`config.mk`:
```
export PLATFORM = sky130hd
export DESIGN_NAME = overlay_compositor_flat
export DESIGN_NICKNAME = d
export VERILOG_FILES = /design/src/rtl/overlay_pkg.sv /design/src/rtl/overlay_compositor_if.sv /design/src/rtl/overlay_anim_timer.sv /design/src/rtl/overlay_compositor.sv /design/src/flat_wrapper.sv
export SDC_FILE = /design/constraint.sdc
export NUM_CORES = 1
export LEC_CHECK = 0
export ABC_CLOCK_PERIOD_IN_PS = 4370
export CAP_MARGIN = 20
export CORE_UTILIZATION = 43
export DETAILED_ROUTE_END_ITERATION = 12
export MAX_ROUTING_LAYER = met4
export PLACE_DENSITY = 0.94
export RECOVER_POWER = 100
export SYNTH_ARGS = -nofsm -noshare
export SYNTH_HDL_FRONTEND = slang
export SYNTH_SLANG_ARGS = --single-unit
export TNS_END_PERCENT = 100
```
`constraint.sdc`:
```
create_clock -name clk -period 4.37 [get_ports clk]
set_input_delay 0.437 -clock clk [delete_from_list [all_inputs] [get_ports clk]]
set_output_delay 0.437 -clock clk [all_outputs]
set_load 0.01 [all_outputs]
```
`src/rtl/overlay_pkg.sv`:
```
// overlay_pkg: shared encodings and constants for the text overlay compositor.
package overlay_pkg;
   typedef enum logic [1:0] {MODE_OFF = 2'b00, MODE_STATIC = 2'b01, MODE_BLINK = 2'b10, MODE_SCROLL = 2'b11} mode_e;
   typedef enum logic {SHOW = 1'b0, HIDE = 1'b1} blink_e;
   localparam logic [9:0] H_ACTIVE = 10'd640;
   localparam logic [9:0] V_ACTIVE = 10'd480;
   localparam logic [5:0] SHADOW_RGB_DEF = 6'b01_01_01;
endpackage

```
`src/rtl/overlay_compositor_if.sv`:
```
// overlay_compositor_if: pixel position, layer controls, glyph lookups and composited output.
interface overlay_compositor_if #(parameter int NUM_LAYERS = 3) ();
   logic [9:0] x;
   logic [9:0] y;
   logic frame_active;
   logic [2*NUM_LAYERS-1:0] layer_mode;
   logic [6*NUM_LAYERS-1:0] layer_color;
   logic scroll_pause;
   logic [10*NUM_LAYERS-1:0] main_x;
   logic [10*NUM_LAYERS-1:0] main_y;
   logic [10*NUM_LAYERS-1:0] shad_x;
   logic [10*NUM_LAYERS-1:0] shad_y;
   logic [NUM_LAYERS-1:0] main_hit;
   logic [NUM_LAYERS-1:0] shad_hit;
   logic [5:0] overlay_rgb;
   logic overlay_active;
   logic frame_tick;
   modport slave (
      input x, y, frame_active, layer_mode, layer_color, scroll_pause, main_hit, shad_hit,
      output main_x, main_y, shad_x, shad_y, overlay_rgb, overlay_active, frame_tick
   );
   modport master (
      output x, y, frame_active, layer_mode, layer_color, scroll_pause, main_hit, shad_hit,
      input main_x, main_y, shad_x, shad_y, overlay_rgb, overlay_active, frame_tick
   );
endinterface

```
`src/rtl/overlay_anim_timer.sv`:
```
// overlay_anim_timer: frame-end detection, horizontal scroll offset and blink phase.
module overlay_anim_timer
   import overlay_pkg::*;
#(
   parameter int BLINK_FRAMES = 30,
   parameter int SCROLL_STEP = 2
) (
   input  logic clk,
   input  logic rst,
   input  logic [9:0] y,
   input  logic scroll_pause,
   output logic frame_tick,
   output logic [9:0] scroll_x,
   output logic hide
);
   blink_e state, state_n;
   logic [7:0] cnt;
   logic armed;
   logic wrap;
   logic [10:0] sum;
   // armed means the previous cycle was off line 480, so a reset parked on 480 cannot tick
   assign frame_tick = armed && y == V_ACTIVE;
   assign wrap = frame_tick && cnt == 8'(BLINK_FRAMES - 1);
   assign sum = {1'b0, scroll_x} + 11'(SCROLL_STEP);
   assign hide = state == HIDE;
   always_comb begin
      state_n = state;
      if (wrap) state_n = state == SHOW ? HIDE : SHOW;
   end
   always_ff @(posedge clk or posedge rst)
      if (rst) state <= SHOW;
      else state <= state_n;
   always_ff @(posedge clk or posedge rst)
      if (rst) begin
         cnt <= '0;
         armed <= 1'b0;
         scroll_x <= '0;
      end else begin
         armed <= y != V_ACTIVE;
         if (frame_tick) cnt <= wrap ? 8'd0 : cnt + 8'd1;
         if (frame_tick && !scroll_pause)
            scroll_x <= sum >= {1'b0, H_ACTIVE} ? 10'(sum - {1'b0, H_ACTIVE}) : sum[9:0];
      end
endmodule

```
`src/rtl/overlay_compositor.sv`:
```
// overlay_compositor: priority compositing of up to four text layers with drop shadows,
// blink and horizontal scroll, producing a registered overlay colour per pixel.
module overlay_compositor
   import overlay_pkg::*;
#(
   parameter int NUM_LAYERS = 3,
   parameter int SHADOW_DX = 4,
   parameter int SHADOW_DY = 4,
   parameter int BLINK_FRAMES = 30,
   parameter int SCROLL_STEP = 2,
   parameter logic [5:0] SHADOW_RGB = SHADOW_RGB_DEF
) (
   input logic clk,
   input logic rst,
   overlay_compositor_if.slave bus
);
   logic [9:0] scroll_x;
   logic hide;
   logic [10:0] wsum;
   logic [9:0] sx;
   logic [NUM_LAYERS-1:0] vis;
   logic [5:0] rgb;
   logic act;
   overlay_anim_timer #(.BLINK_FRAMES(BLINK_FRAMES), .SCROLL_STEP(SCROLL_STEP)) u_timer (
      .clk(clk), .rst(rst), .y(bus.y), .scroll_pause(bus.scroll_pause),
      .frame_tick(bus.frame_tick), .scroll_x(scroll_x), .hide(hide)
   );
   assign wsum = {1'b0, bus.x} + {1'b0, scroll_x};
   assign sx = bus.x < H_ACTIVE ? (wsum >= {1'b0, H_ACTIVE} ? 10'(wsum - {1'b0, H_ACTIVE}) : wsum[9:0]) : bus.x;
   for (genvar i = 0; i < NUM_LAYERS; i++) begin : g_layer
      mode_e mode;
      logic [9:0] mx;
      assign mode = mode_e'(bus.layer_mode[2*i +: 2]);
      assign mx = mode == MODE_SCROLL ? sx : bus.x;
      assign bus.main_x[10*i +: 10] = mx;
      assign bus.main_y[10*i +: 10] = bus.y;
      assign bus.shad_x[10*i +: 10] = mx - 10'(SHADOW_DX);
      assign bus.shad_y[10*i +: 10] = bus.y - 10'(SHADOW_DY);
      assign vis[i] = mode != MODE_OFF && !(mode == MODE_BLINK && hide);
   end
   // scan from lowest priority upward so layer 0 overwrites last; a layer's shadow blocks lower layers
   always_comb begin
      rgb = '0;
      act = 1'b0;
      for (int i = NUM_LAYERS - 1; i >= 0; i--)
         if (vis[i] && (bus.main_hit[i] || bus.shad_hit[i])) begin
            rgb = bus.main_hit[i] ? bus.layer_color[6*i +: 6] : SHADOW_RGB;
            act = 1'b1;
         end
   end
   always_ff @(posedge clk or posedge rst)
      if (rst) begin
         bus.overlay_rgb <= '0;
         bus.overlay_active <= 1'b0;
      end else begin
         bus.overlay_rgb <= bus.frame_active ? rgb : 6'd0;
         bus.overlay_active <= bus.frame_active && act;
      end
endmodule

```
`src/flat_wrapper.sv`:
```
// flat-port wrapper written by rule: the top's interface ports become plain ports
module overlay_compositor_flat import overlay_pkg::*;
#(
   parameter int NUM_LAYERS = 3,
   parameter int SHADOW_DX = 4,
   parameter int SHADOW_DY = 4,
   parameter int BLINK_FRAMES = 30,
   parameter int SCROLL_STEP = 2,
   parameter logic [5:0] SHADOW_RGB = SHADOW_RGB_DEF
)
  (clk, rst, bus_x, bus_y, bus_frame_active, bus_layer_mode, bus_layer_color, bus_scroll_pause, bus_main_hit, bus_shad_hit, bus_main_x, bus_main_y, bus_shad_x, bus_shad_y, bus_overlay_rgb, bus_overlay_active, bus_frame_tick);
  overlay_compositor_if #(.NUM_LAYERS(NUM_LAYERS)) bus_i ();
  input logic clk;
  input logic rst;
  input wire logic [$bits(bus_i.x)-1:0] bus_x;
  input wire logic [$bits(bus_i.y)-1:0] bus_y;
  input wire logic [$bits(bus_i.frame_active)-1:0] bus_frame_active;
  input wire logic [$bits(bus_i.layer_mode)-1:0] bus_layer_mode;
  input wire logic [$bits(bus_i.layer_color)-1:0] bus_layer_color;
  input wire logic [$bits(bus_i.scroll_pause)-1:0] bus_scroll_pause;
  input wire logic [$bits(bus_i.main_hit)-1:0] bus_main_hit;
  input wire logic [$bits(bus_i.shad_hit)-1:0] bus_shad_hit;
  output wire logic [$bits(bus_i.main_x)-1:0] bus_main_x;
  output wire logic [$bits(bus_i.main_y)-1:0] bus_main_y;
  output wire logic [$bits(bus_i.shad_x)-1:0] bus_shad_x;
  output wire logic [$bits(bus_i.shad_y)-1:0] bus_shad_y;
  output wire logic [$bits(bus_i.overlay_rgb)-1:0] bus_overlay_rgb;
  output wire logic [$bits(bus_i.overlay_active)-1:0] bus_overlay_active;
  output wire logic [$bits(bus_i.frame_tick)-1:0] bus_frame_tick;
  assign bus_i.x = bus_x;
  assign bus_i.y = bus_y;
  assign bus_i.frame_active = bus_frame_active;
  assign bus_i.layer_mode = bus_layer_mode;
  assign bus_i.layer_color = bus_layer_color;
  assign bus_i.scroll_pause = bus_scroll_pause;
  assign bus_i.main_hit = bus_main_hit;
  assign bus_i.shad_hit = bus_shad_hit;
  assign bus_main_x = bus_i.main_x;
  assign bus_main_y = bus_i.main_y;
  assign bus_shad_x = bus_i.shad_x;
  assign bus_shad_y = bus_i.shad_y;
  assign bus_overlay_rgb = bus_i.overlay_rgb;
  assign bus_overlay_active = bus_i.overlay_active;
  assign bus_frame_tick = bus_i.frame_tick;
  overlay_compositor #(.NUM_LAYERS(NUM_LAYERS), .SHADOW_DX(SHADOW_DX), .SHADOW_DY(SHADOW_DY), .BLINK_FRAMES(BLINK_FRAMES), .SCROLL_STEP(SCROLL_STEP), .SHADOW_RGB(SHADOW_RGB)) u_core (.clk(clk), .rst(rst), .bus(bus_i));
endmodule
```
==> metrics.csv, run 1 <==
stage,metric,value,unit
critical_path,CP Launch Point,bus_x[1],
critical_path,Reg2Reg Depth,12,
routing,1st-iter DRT viols,148,
sta,skew final,5.80,ps
critical_path,peak fanout along the critical path,6,
cts,Root Driver,clkbuf_8,
routing,router iterations before antenna repair,6,
final_layout,final cell count without fillers,677,
final_layout,most frequent cells in the layout,"97 x dlygate4sd3_1, 71 x clkdlybuf4s50_1, 47 x nand2_1",
synthesis,Cells after Synth,441,
critical_path,Setup crit start kind,input pin,
critical_path,crit path max-delay cell type,clkdlybuf4s50_1,
placement,port bufs,174,
final_layout,"commonest non-fill, non-tap cell in the layout",dlygate4sd3_1,
grt,grt ovf,0,
die,area of the die,0.00849,mm²
sta,setup ws final,59.5,ps
cts,Worst-path clk slew,90,ps
sta,Max Slew Vio Count,0,
critical_path,CP required,3930,ps
min_path,hold endpoint,u_core.u_timer.cnt[7],
critical_path,Critical Path Max Stage Delay,550,ps
critical_path,R2R setup slack,1460,ps
routing,Detailed Route WL,10700,µm
die,core area,0.00781,mm²
flow_run,max cap viols,0,
die,die height,92.1,µm
status,status,"finished, final reports clean",
sta,final count of negative-setup-slack endpoints,0,
die,IO Count,182,
final_layout,share of cells above drive strength 1,0.0852,
placement,worst slack at placement,-13.1,ps
cts,htree depth,1,
synthesis,cell area after synthesis,0.00349,mm²
synthesis,Syn Area/Cell,7.92,µm²
die,Cell Rows,32,
sta,worst-margin pin slew,1060,ps
cts,Clock Sink Count,26,
critical_path,Critical Path AT,3870,ps
cts,TritonCTS clock tree,done,
cts,Skew-Pair Late Insertion Delay,260,ps
critical_path,reg2reg start,u_core.u_timer.scroll_x[2],
sta,Final min period,4310,ps
synthesis,Post-synth EDFFs,0,
critical_path,Setup crit end kind,primary output,
routing,via count,3737,
grt,GRT Total Usage,0.245,
placement,Placer Congestion,0.930,
die,Die X,92.1,µm
pwr,Max rail drop VDD,0.164,mV
min_path,hold path depth,1,
synthesis,"Distinct cells, synth",63,
final_layout,FF+latch area,651,µm²
final_layout,Area growth syn-to-layout,48.5,%
sta,Fin. Hold Viols,0,
synthesis,"Seq/Total Area, Yosys",0.186,
synthesis,#FFs+latches synth,26,
routing,via/cell ratio,5.52,
sta,FMAX,232,MHz
synthesis,Yosys Warn Count,0,
final_layout,FILL cells,621,
min_path,worst hold path type,reg -> reg,
routing,drc violations,0,
grt,vias in the first global route,3547,
final_layout,final net count,651,
min_path,Hold Startpoint,u_core.u_timer.cnt[7],
placement,dpl cells,667,
pwr,Leakage,2.32,nW
critical_path,Worst R2R End,u_core.u_timer.scroll_x[7],
critical_path,most frequent CP cell,clkdlybuf4s50_1,
routing,final antenna-violating net count,0,
placement,placed wire-length estimate,8700,µm
synthesis,Synthesized Nets,516,
cts,Num CTS Buffers,3,
grt,largest net degree at the start of global routing,27,
pwr,P per Cell Area,171,mW/mm²
synthesis,Synth Flop Type,dfrtp_1,
grt,initial antenna violation count,0,
sta,period utilisation layout,0.986,
routing,routed len/inst,15.8,µm
critical_path,crit path cell chain,"clkdlybuf4s50_1, ha_1, fa_2, a211oi_2, o21ai_1, xnor2_2, buf_12, nor4b_4, a211oi_4, o21a_1, nand3_1, xnor2_1, clkdlybuf4s50_1",
final_layout,Multi-input gate area,0.00227,mm²
cts,CTS Buffer Depth,2,
sta,Max transition margin,0.296,
final_layout,Ant. Diodes,0,
synthesis,asr flop ratio synth,1.00,
grt,first-pass GRT wire length,16500,µm
die,Initial Util,0.447,
critical_path,WS Path Type,in -> out,
## worst max-delay path by stage
stage	endpoint	slack, ps	cells after the start
after floorplan	bus_shad_x[29]	1180	10
after global placement	bus_shad_x[29]	70	12
after detailed placement	bus_shad_x[28]	-10	12
after CTS	bus_shad_x[28]	8	12
after global routing	bus_shad_x[18]	-50	12
final	bus_shad_x[18]	60	13
## flip-flops by register name, indices dropped and copies added (netlist names)
signal / count
u_core.u_timer.scroll_x: 9
u_core.u_timer.armed: 1
u_core.bus.overlay_rgb: 6
u_core.u_timer.hide: 1
u_core.u_timer.cnt: 8
u_core.bus.overlay_active: 1
## final cells by class
cell class              count  share of cell area
clock buffers               3             0.00796
clock inverters             1             0.00579
inverters                  32              0.0232
multi-input cells         315               0.439
flip-flops and latches     26               0.125
well taps                 102              0.0246
repair buffers            198               0.374
## report_power, final
group          switching [mW]  internal, mW  total (mW)
Clock                  0.0729         0.122       0.195
Combinational           0.209         0.235       0.443
Sequential            0.00257         0.246       0.249
## critical path: cells and delay by family
family	cells	cell delay, ps
AND/OR/NAND/NOR	2	140
adder cells (fa/ha/maj)	2	630
buffers and inverters	3	1140
XOR/XNOR	2	500
AO/OA/AOI/OAI	4	1010
## layer usage
layer | part of all wire | GRT usage | vias up | routed length [µm]
met5 | 0 | - | - | 0
met4 | 0.030 | 0.0924 | 0 | 321
met3 | 0.068 | 0.0191 | 27 | 723
met2 | 0.52 | 0.461 | 204 | 5590
met1 | 0.38 | 0.267 | 1746 | 4050
li1 | - | - | 1760 | -
## stage by stage
stage,hold slack (ps),utilization,power [mW],area [µm²],TNS (ps)
6_report,491,0.664,0.887,5190,0
3_5_place_dp,471,0.642,0.715,5010,-13.1
4_1_cts,488,0.651,0.912,5080,0
2_1_floorplan,437,-,0.484,3490,0
5_1_grt,517,0.664,0.943,5190,-79.7
3_3_place_gp,456,0.642,0.706,5010,0
## kinds of logic after synthesis
family,count (synthesis),share of synthesized area
simple gates,148,0.228
buf+inv,100,0.173
compound gates,96,0.205
xor+xnor,43,0.110
flops,26,0.186
fa+ha+maj,21,0.0774
mux,7,0.0208
## cells in the mapped netlist (all sizes together), types with 2 or more instances
| cell | instances | area [µm²] |
|---|---|---|
| nor4b | 5 | 56.3 |
| and3 | 5 | 31.3 |
| o211ai | 3 | 22.5 |
| mux2i | 5 | 50.1 |
| and2 | 4 | 27.5 |
| or3 | 2 | 12.5 |
| a21boi | 4 | 33.8 |
| nand3b | 2 | 15.0 |
| buf | 62 | 463 |
| a211oi | 3 | 40.0 |
| o21ai | 23 | 119 |
| dfrtp | 26 | 651 |
| nor2 | 23 | 86.3 |
| nand4 | 6 | 37.5 |
| a21o | 7 | 52.6 |
| nor3 | 14 | 85.1 |
| a22o | 2 | 17.5 |
| xor2 | 14 | 123 |
| o21a | 11 | 82.6 |
| o2111a | 3 | 33.8 |
| nand4b | 2 | 17.5 |
| nand3 | 15 | 90.1 |
| o2111ai | 2 | 30.0 |
| ha | 20 | 250 |
| o22ai | 6 | 37.5 |
| a222oi | 3 | 30.0 |
| nor2b | 8 | 50.1 |
| mux2 | 2 | 22.5 |
| nand2b | 2 | 12.5 |
| a21oi | 14 | 70.1 |
| a31oi | 2 | 12.5 |
| clkbuf | 6 | 22.5 |
| nor3b | 2 | 15.0 |
| nand2 | 47 | 176 |
| a221oi | 2 | 30.0 |
| or2 | 3 | 18.8 |
| o31ai | 5 | 37.5 |
| xnor2 | 29 | 262 |
| inv | 32 | 120 |
| nor4 | 4 | 25.0 |
## repair_timing
action | in CTS | in global routing
setup endpoints to repair | 1 | 9
resized for setup | 0 | 11
setup buffers | 0 | 5
pin swaps | 1 | 6
hold buffers | 0 | 0
gates cloned | 0 | 0
Power figures use the tool's default switching activity.
==> inputs of run 2 (changes only) <==
--- a/config.mk
+++ b/config.mk
@@ -12,6 +12,7 @@
 export MAX_ROUTING_LAYER = met4
 export PLACE_DENSITY = 0.94
 export RECOVER_POWER = 100
+export SETUP_SLACK_MARGIN = 0.02
 export SYNTH_ARGS = -nofsm -noshare
 export SYNTH_HDL_FRONTEND = slang
 export SYNTH_SLANG_ARGS = --single-unit
==> run 2 against run 1 <==
  * Non-clock buffer count increased by 1
  * Register-to-register slack about the same
  * Wire length increased by 0.69%
  * Die area unchanged
  * Sequential share of layout area increased by 0.058 points
  * Via count increased by 0.80%
  * Critical path depth unchanged
  * Sequential cell count unchanged
  * Power about the same
  * Combinational power decreased by 1%
  * Design area decreased by 0.46%
  * Core utilization decreased by 0.30 points
  * Critical path type unchanged
  * Largest power group unchanged
==> metrics.csv, run 2 (synthesis results as in run 1) <==
stage,metric,value,unit
status,status,"finished, final reports clean",
sta,Max Slew Vio Count,0,
final_layout,Area growth syn-to-layout,47.8,%
sta,FMAX,235,MHz
cts,TritonCTS clock tree,done,
final_layout,final net count,652,
critical_path,Critical Path AT,3820,ps
routing,via count,3767,
sta,skew final,5.97,ps
critical_path,Critical Path Max Stage Delay,530,ps
grt,first-pass GRT wire length,16500,µm
sta,worst-margin pin slew,1060,ps
cts,htree depth,1,
sta,Fin. Hold Viols,0,
final_layout,Ant. Diodes,0,
cts,hold_buf cts,0,
die,Initial Util,0.447,
routing,routed len/inst,15.9,µm
critical_path,peak fanout along the critical path,6,
routing,router iterations before antenna repair,5,
critical_path,Setup crit start kind,input pin,
grt,grt ovf,0,
die,IO Count,182,
routing,final antenna-violating net count,0,
critical_path,WS Path Type,in -> out,
final_layout,"commonest non-fill, non-tap cell in the layout",dlygate4sd3_1,
cts,Num CTS Buffers,3,
sta,Max transition margin,0.291,
routing,1st-iter DRT viols,167,
critical_path,crit path cell chain,"clkdlybuf4s50_1, ha_1, fa_2, a211oi_4, o211ai_1, a221oi_2, buf_4, nor4b_4, a211oi_4, o21a_1, a21o_1, nand2_1, clkdlybuf4s50_1",
cts,CTS Buffer Depth,2,
final_layout,Biggest register,u_core.u_timer.scroll_x,
critical_path,crit path buf inv count,3,
pwr,total power,887,µW
placement,port bufs,174,
routing,via/cell ratio,5.56,
final_layout,largest registers,"u_core.u_timer.scroll_x: 9 flops, u_core.u_timer.cnt: 8 flops, u_core.bus.overlay_rgb: 6 flops",
die,Die X,92.1,µm
critical_path,crit path max-delay cell type,clkdlybuf4s50_1,
pwr,Max rail drop VDD,0.167,mV
die,core area,0.00781,mm²
sta,period utilisation layout,0.975,
critical_path,Setup crit end kind,primary output,
flow_run,max cap viols,0,
final_layout,share of cells above drive strength 1,0.0885,
routing,Detailed Route WL,10800,µm
cts,Skew-Pair Late Insertion Delay,270,ps
sta,Final min period,4260,ps
sta,final count of negative-setup-slack endpoints,0,
cts,Root Driver,clkbuf_8,
grt,largest net degree at the start of global routing,27,
grt,GRT Total Usage,0.245,
final_layout,most frequent cells in the layout,"99 x dlygate4sd3_1, 67 x clkdlybuf4s50_1, 47 x nand2_1",
cts,Clock Sink Count,26,
min_path,worst hold path type,reg -> reg,
routing,drc violations,0,
pwr,P per Cell Area,172,mW/mm²
pwr,Leakage,2.30,nW
critical_path,family with the most delay on the worst path,compound AO/OA/AOI/OAI gates,
final_layout,Largest register FFs,9,
critical_path,CP required,3930,ps
grt,initial antenna violation count,0,
die,die height,92.1,µm
sta,RSZ-0062 raised after global routing,no,
sta,Hold WS,490,ps
grt,vias in the first global route,3547,
cts,Worst-path clk slew,100,ps
die,Cell Rows,32,
placement,placed wire-length estimate,8700,µm
placement,Placer Congestion,0.930,
die,area of the die,0.00849,mm²
-- run 2: what timing repair did --
| item | 4_1_cts | 5_1_grt |
|---|---|---|
| setup endpoints to repair | 2 | 9 |
| buffers inserted | 0 | 6 |
| pin swaps | 1 | 8 |
| gates resized for setup | 0 | 16 |
-- run 2: final timing paths --
| kind | from | slack [ps] | depth (start not counted) | endpoint |
|---|---|---|---|---|
| worst max register to register | u_core.u_timer.scroll_x[2] | 1450 | 12 | u_core.u_timer.scroll_x[7] |
| min in group asynchronous | rst | 530 | 2 | u_core.bus.overlay_active |
| worst min register to register | u_core.u_timer.cnt[7] | 490 | 1 | u_core.u_timer.cnt[7] |
| worst max-delay path | bus_x[1] | 110 | 13 | bus_shad_x[17] |
| max in group asynchronous | rst | 2560 | 3 | u_core.u_timer.armed |
| worst min-delay path | u_core.u_timer.cnt[7] | 490 | 1 | u_core.u_timer.cnt[7] |
-- run 2: routing by layer --
layer,track usage,share of wire,up-vias
li1,-,-,1765
met1,0.267,0.39,1772
met2,0.461,0.51,200
met3,0.0191,0.066,30
met4,0.0924,0.034,0
met5,-,0,-
-- run 2: worst register-to-register path: cells and delay by family (launching register included) --
| kind | cells | cell delay [ps] |
|---|---|---|
| AOI/OAI and AO/OA | 2 | 400 |
| xor gates and xnor gates | 3 | 540 |
| adders and majority gates | 2 | 450 |
| DFF | 1 | 520 |
| and+or+nand+nor | 5 | 890 |
-- run 2: final cells by class --
cell class              instances  area, µm²
clock buffers                   3       41.3
clock inverters                 1       30.0
fillers                       626       2650
inverters                      32        120
multi-input cells             315       2280
flip-flops and latches         26        651
well taps                     102        128
repair buffers                199       1910
-- run 2: power breakdown --
part	switching, mW	leakage (nW)	internal, mW
Combinational	0.209	1.92	0.229
Clock	0.0776	0.0357	0.122
Sequential	0.00262	0.341	0.246
-- run 2: metrics by stage --
| stage | utilization | setup WS, ps | area, µm² | std cells | TNS [ps] |
|---|---|---|---|---|---|
| detailed placement | 0.642 | -13.1 | 5010 | 667 | -13.1 |
| global route | 0.661 | 3.17 | 5160 | 678 | 0 |
| finish | 0.661 | 109 | 5160 | 678 | 0 |
| floorplan | - | 1180 | 3490 | 441 | 0 |
| CTS | 0.651 | 7.51 | 5080 | 671 | 0 |
| global placement | 0.642 | 70.4 | 5010 | 667 | 0 |
==> inputs of run 3 (changes only) <==
--- a/config.mk
+++ b/config.mk
@@ -6,10 +6,8 @@
 export NUM_CORES = 1
 export LEC_CHECK = 0
 export ABC_CLOCK_PERIOD_IN_PS = 4370
-export CAP_MARGIN = 20
 export CORE_UTILIZATION = 43
 export DETAILED_ROUTE_END_ITERATION = 12
-export MAX_ROUTING_LAYER = met4
 export PLACE_DENSITY = 0.94
 export RECOVER_POWER = 100
 export SETUP_SLACK_MARGIN = 0.02
==> run 3 against run 2 <==
  * Largest cell class unchanged
  * Global-route usage is 0.53 points lower
  * Design area fell by 0.19%
  * First-iteration DRC count rose by 31%
  * Hold slack lost 19 ps
  * Sequential cell count unchanged
  * Wire length about the same
  * Register-to-register slack worse by 60 ps
  * Setup slack better by 68 ps
  * Via count is the same
  * Non-clock buffer count fell by 4
  * Combinational power about the same
==> metrics.csv, run 3 (synthesis results as in run 1) <==
stage,metric,value,unit
final_layout,Ant. Diodes,0,
sta,FMAX,238,MHz
grt,grt ovf,0,
pwr,P per Cell Area,172,mW/mm²
cts,Clock Sink Count,26,
cts,Worst-path clk slew,100,ps
pwr,Max rail drop VDD,0.110,mV
sta,final count of negative-setup-slack endpoints,0,
sta,Fin. Hold Viols,0,
cts,CTS Buffer Depth,2,
sta,setup ws final,177,ps
sta,Max transition margin,0.335,
min_path,worst hold path type,reg -> reg,
final_layout,Largest register FFs,9,
routing,router iterations before antenna repair,5,
routing,1st-iter DRT viols,219,
critical_path,CP required,3930,ps
critical_path,Setup crit end kind,primary output,
die,Cell Rows,32,
final_layout,Area growth syn-to-layout,47.5,%
die,Die X,92.1,µm
final_layout,"commonest non-fill, non-tap cell in the layout",dlygate4sd3_1,
pwr,Leakage,2.34,nW
final_layout,share of cells above drive strength 1,0.0734,
critical_path,Setup crit start kind,input pin,
final_layout,most frequent cells in the layout,"95 x dlygate4sd3_1, 68 x clkdlybuf4s50_1, 47 x nand2_1",
sta,skew final,7.54,ps
status,status,"finished, final reports clean",
critical_path,crit path cell chain,"clkdlybuf4s50_1, ha_1, fa_2, a211oi_4, o21ai_1, xnor2_2, and4_4, a22oi_2, o22ai_1, or2_1, clkdlybuf4s50_1",
routing,via count,3767,
final_layout,largest registers,"u_core.u_timer.scroll_x: 9 flops, u_core.u_timer.cnt: 8 flops, u_core.bus.overlay_rgb: 6 flops",
cts,hold_buf cts,0,
die,Initial Util,0.447,
cts,TritonCTS clock tree,done,
critical_path,Critical Path AT,3760,ps
pwr,total power,887,µW
final_layout,FILL cells,618,
grt,first-pass GRT wire length,16600,µm
grt,largest net degree at the start of global routing,27,
grt,initial antenna violation count,0,
critical_path,WS Path Type,in -> out,
sta,Max Slew Vio Count,0,
die,core area,0.00781,mm²
die,area of the die,0.00849,mm²
critical_path,peak fanout along the critical path,6,
routing,drc violations,0,
die,die height,92.1,µm
final_layout,Biggest register,u_core.u_timer.scroll_x,
placement,placed wire-length estimate,8690,µm
final_layout,final net count,648,
sta,Final min period,4190,ps
critical_path,crit path max-delay cell type,clkdlybuf4s50_1,
placement,Placer Congestion,0.934,
routing,final antenna-violating net count,0,
die,IO Count,182,
flow_run,max cap viols,0,
critical_path,most frequent CP cell,clkdlybuf4s50_1,
sta,period utilisation layout,0.959,
routing,via/cell ratio,5.59,
cts,htree depth,1,
critical_path,Critical Path Max Stage Delay,550,ps
cts,Num CTS Buffers,3,
routing,routed len/inst,15.9,µm
grt,vias in the first global route,3631,
placement,port bufs,174,
grt,GRT Total Usage,0.240,
routing,Detailed Route WL,10700,µm
sta,worst-margin pin slew,996,ps
placement,worst slack at placement,-81.4,ps
cts,Root Driver,clkbuf_8,
cts,Skew-Pair Late Insertion Delay,270,ps
sta,RSZ-0062 raised after global routing,no,
-- run 3: final timing paths --
kind                                            start                         end  slack (ps)  cells past startpoint
max                                          bus_x[1]              bus_main_x[18]         180                     11
min                             u_core.u_timer.cnt[7]       u_core.u_timer.cnt[7]         470                      1
max reg2reg                u_core.u_timer.scroll_x[2]  u_core.u_timer.scroll_x[7]        1390                     12
min reg2reg                     u_core.u_timer.cnt[7]       u_core.u_timer.cnt[7]         470                      1
max in group asynchronous                         rst  u_core.u_timer.scroll_x[1]        2930                      2
min in group asynchronous                         rst       u_core.u_timer.cnt[2]         830                      2
-- run 3: area by class of cell --
type / count / area (µm²) / area share
Inverter: 32 / 120 / 0.0233
Sequential cell: 26 / 651 / 0.126
Multi-Input combinational cell: 315 / 2270 / 0.441
Timing Repair Buffer: 195 / 1910 / 0.371
Clock buffer: 3 / 41.3 / 0.00801
Tap cell: 102 / 128 / 0.0248
Clock inverter: 1 / 30.0 / 0.00583
-- run 3: metal layers --
layer	vias up	share of wire	global-route usage
li1	1749	-	-
met1	1748	0.39	0.259
met2	228	0.50	0.456
met3	42	0.074	0.0224
met4	0	0.041	0.128
met5	-	0	0
-- run 3: critical path: cells and delay by family --
kind | cells | cell delay, ps
AO/OA/AOI/OAI | 4 | 860
XOR/XNOR | 1 | 320
adder cells (fa/ha/maj) | 2 | 640
buffers and inverters | 2 | 1000
AND/OR/NAND/NOR | 2 | 500
-- run 3: metrics by stage --
stage | TNS [ps] | instance area [µm²] | hold slack (ps) | cells | utilization
finish | 0 | 5150 | 471 | 674 | 0.660
global placement | 0 | 5010 | 457 | 667 | 0.642
detailed placement | -81.4 | 5010 | 454 | 667 | 0.642
CTS | 0 | 5090 | 476 | 672 | 0.652
global route | 0 | 5150 | 502 | 674 | 0.660
floorplan | 0 | 3490 | 437 | 441 | -
-- run 3: where the power goes --
| part | total (mW) | switching [mW] | internal [mW] |
|---|---|---|---|
| Clock | 0.202 | 0.0792 | 0.123 |
| Sequential | 0.249 | 0.00265 | 0.246 |
| Combinational | 0.436 | 0.207 | 0.229 |
| Total | 0.887 | 0.289 | 0.598 |
-- run 3: what timing repair did --
action	CTS	global route
pin swaps	1	4
setup endpoints to repair	2	12
resized for setup	0	16
setup buffers	1	2
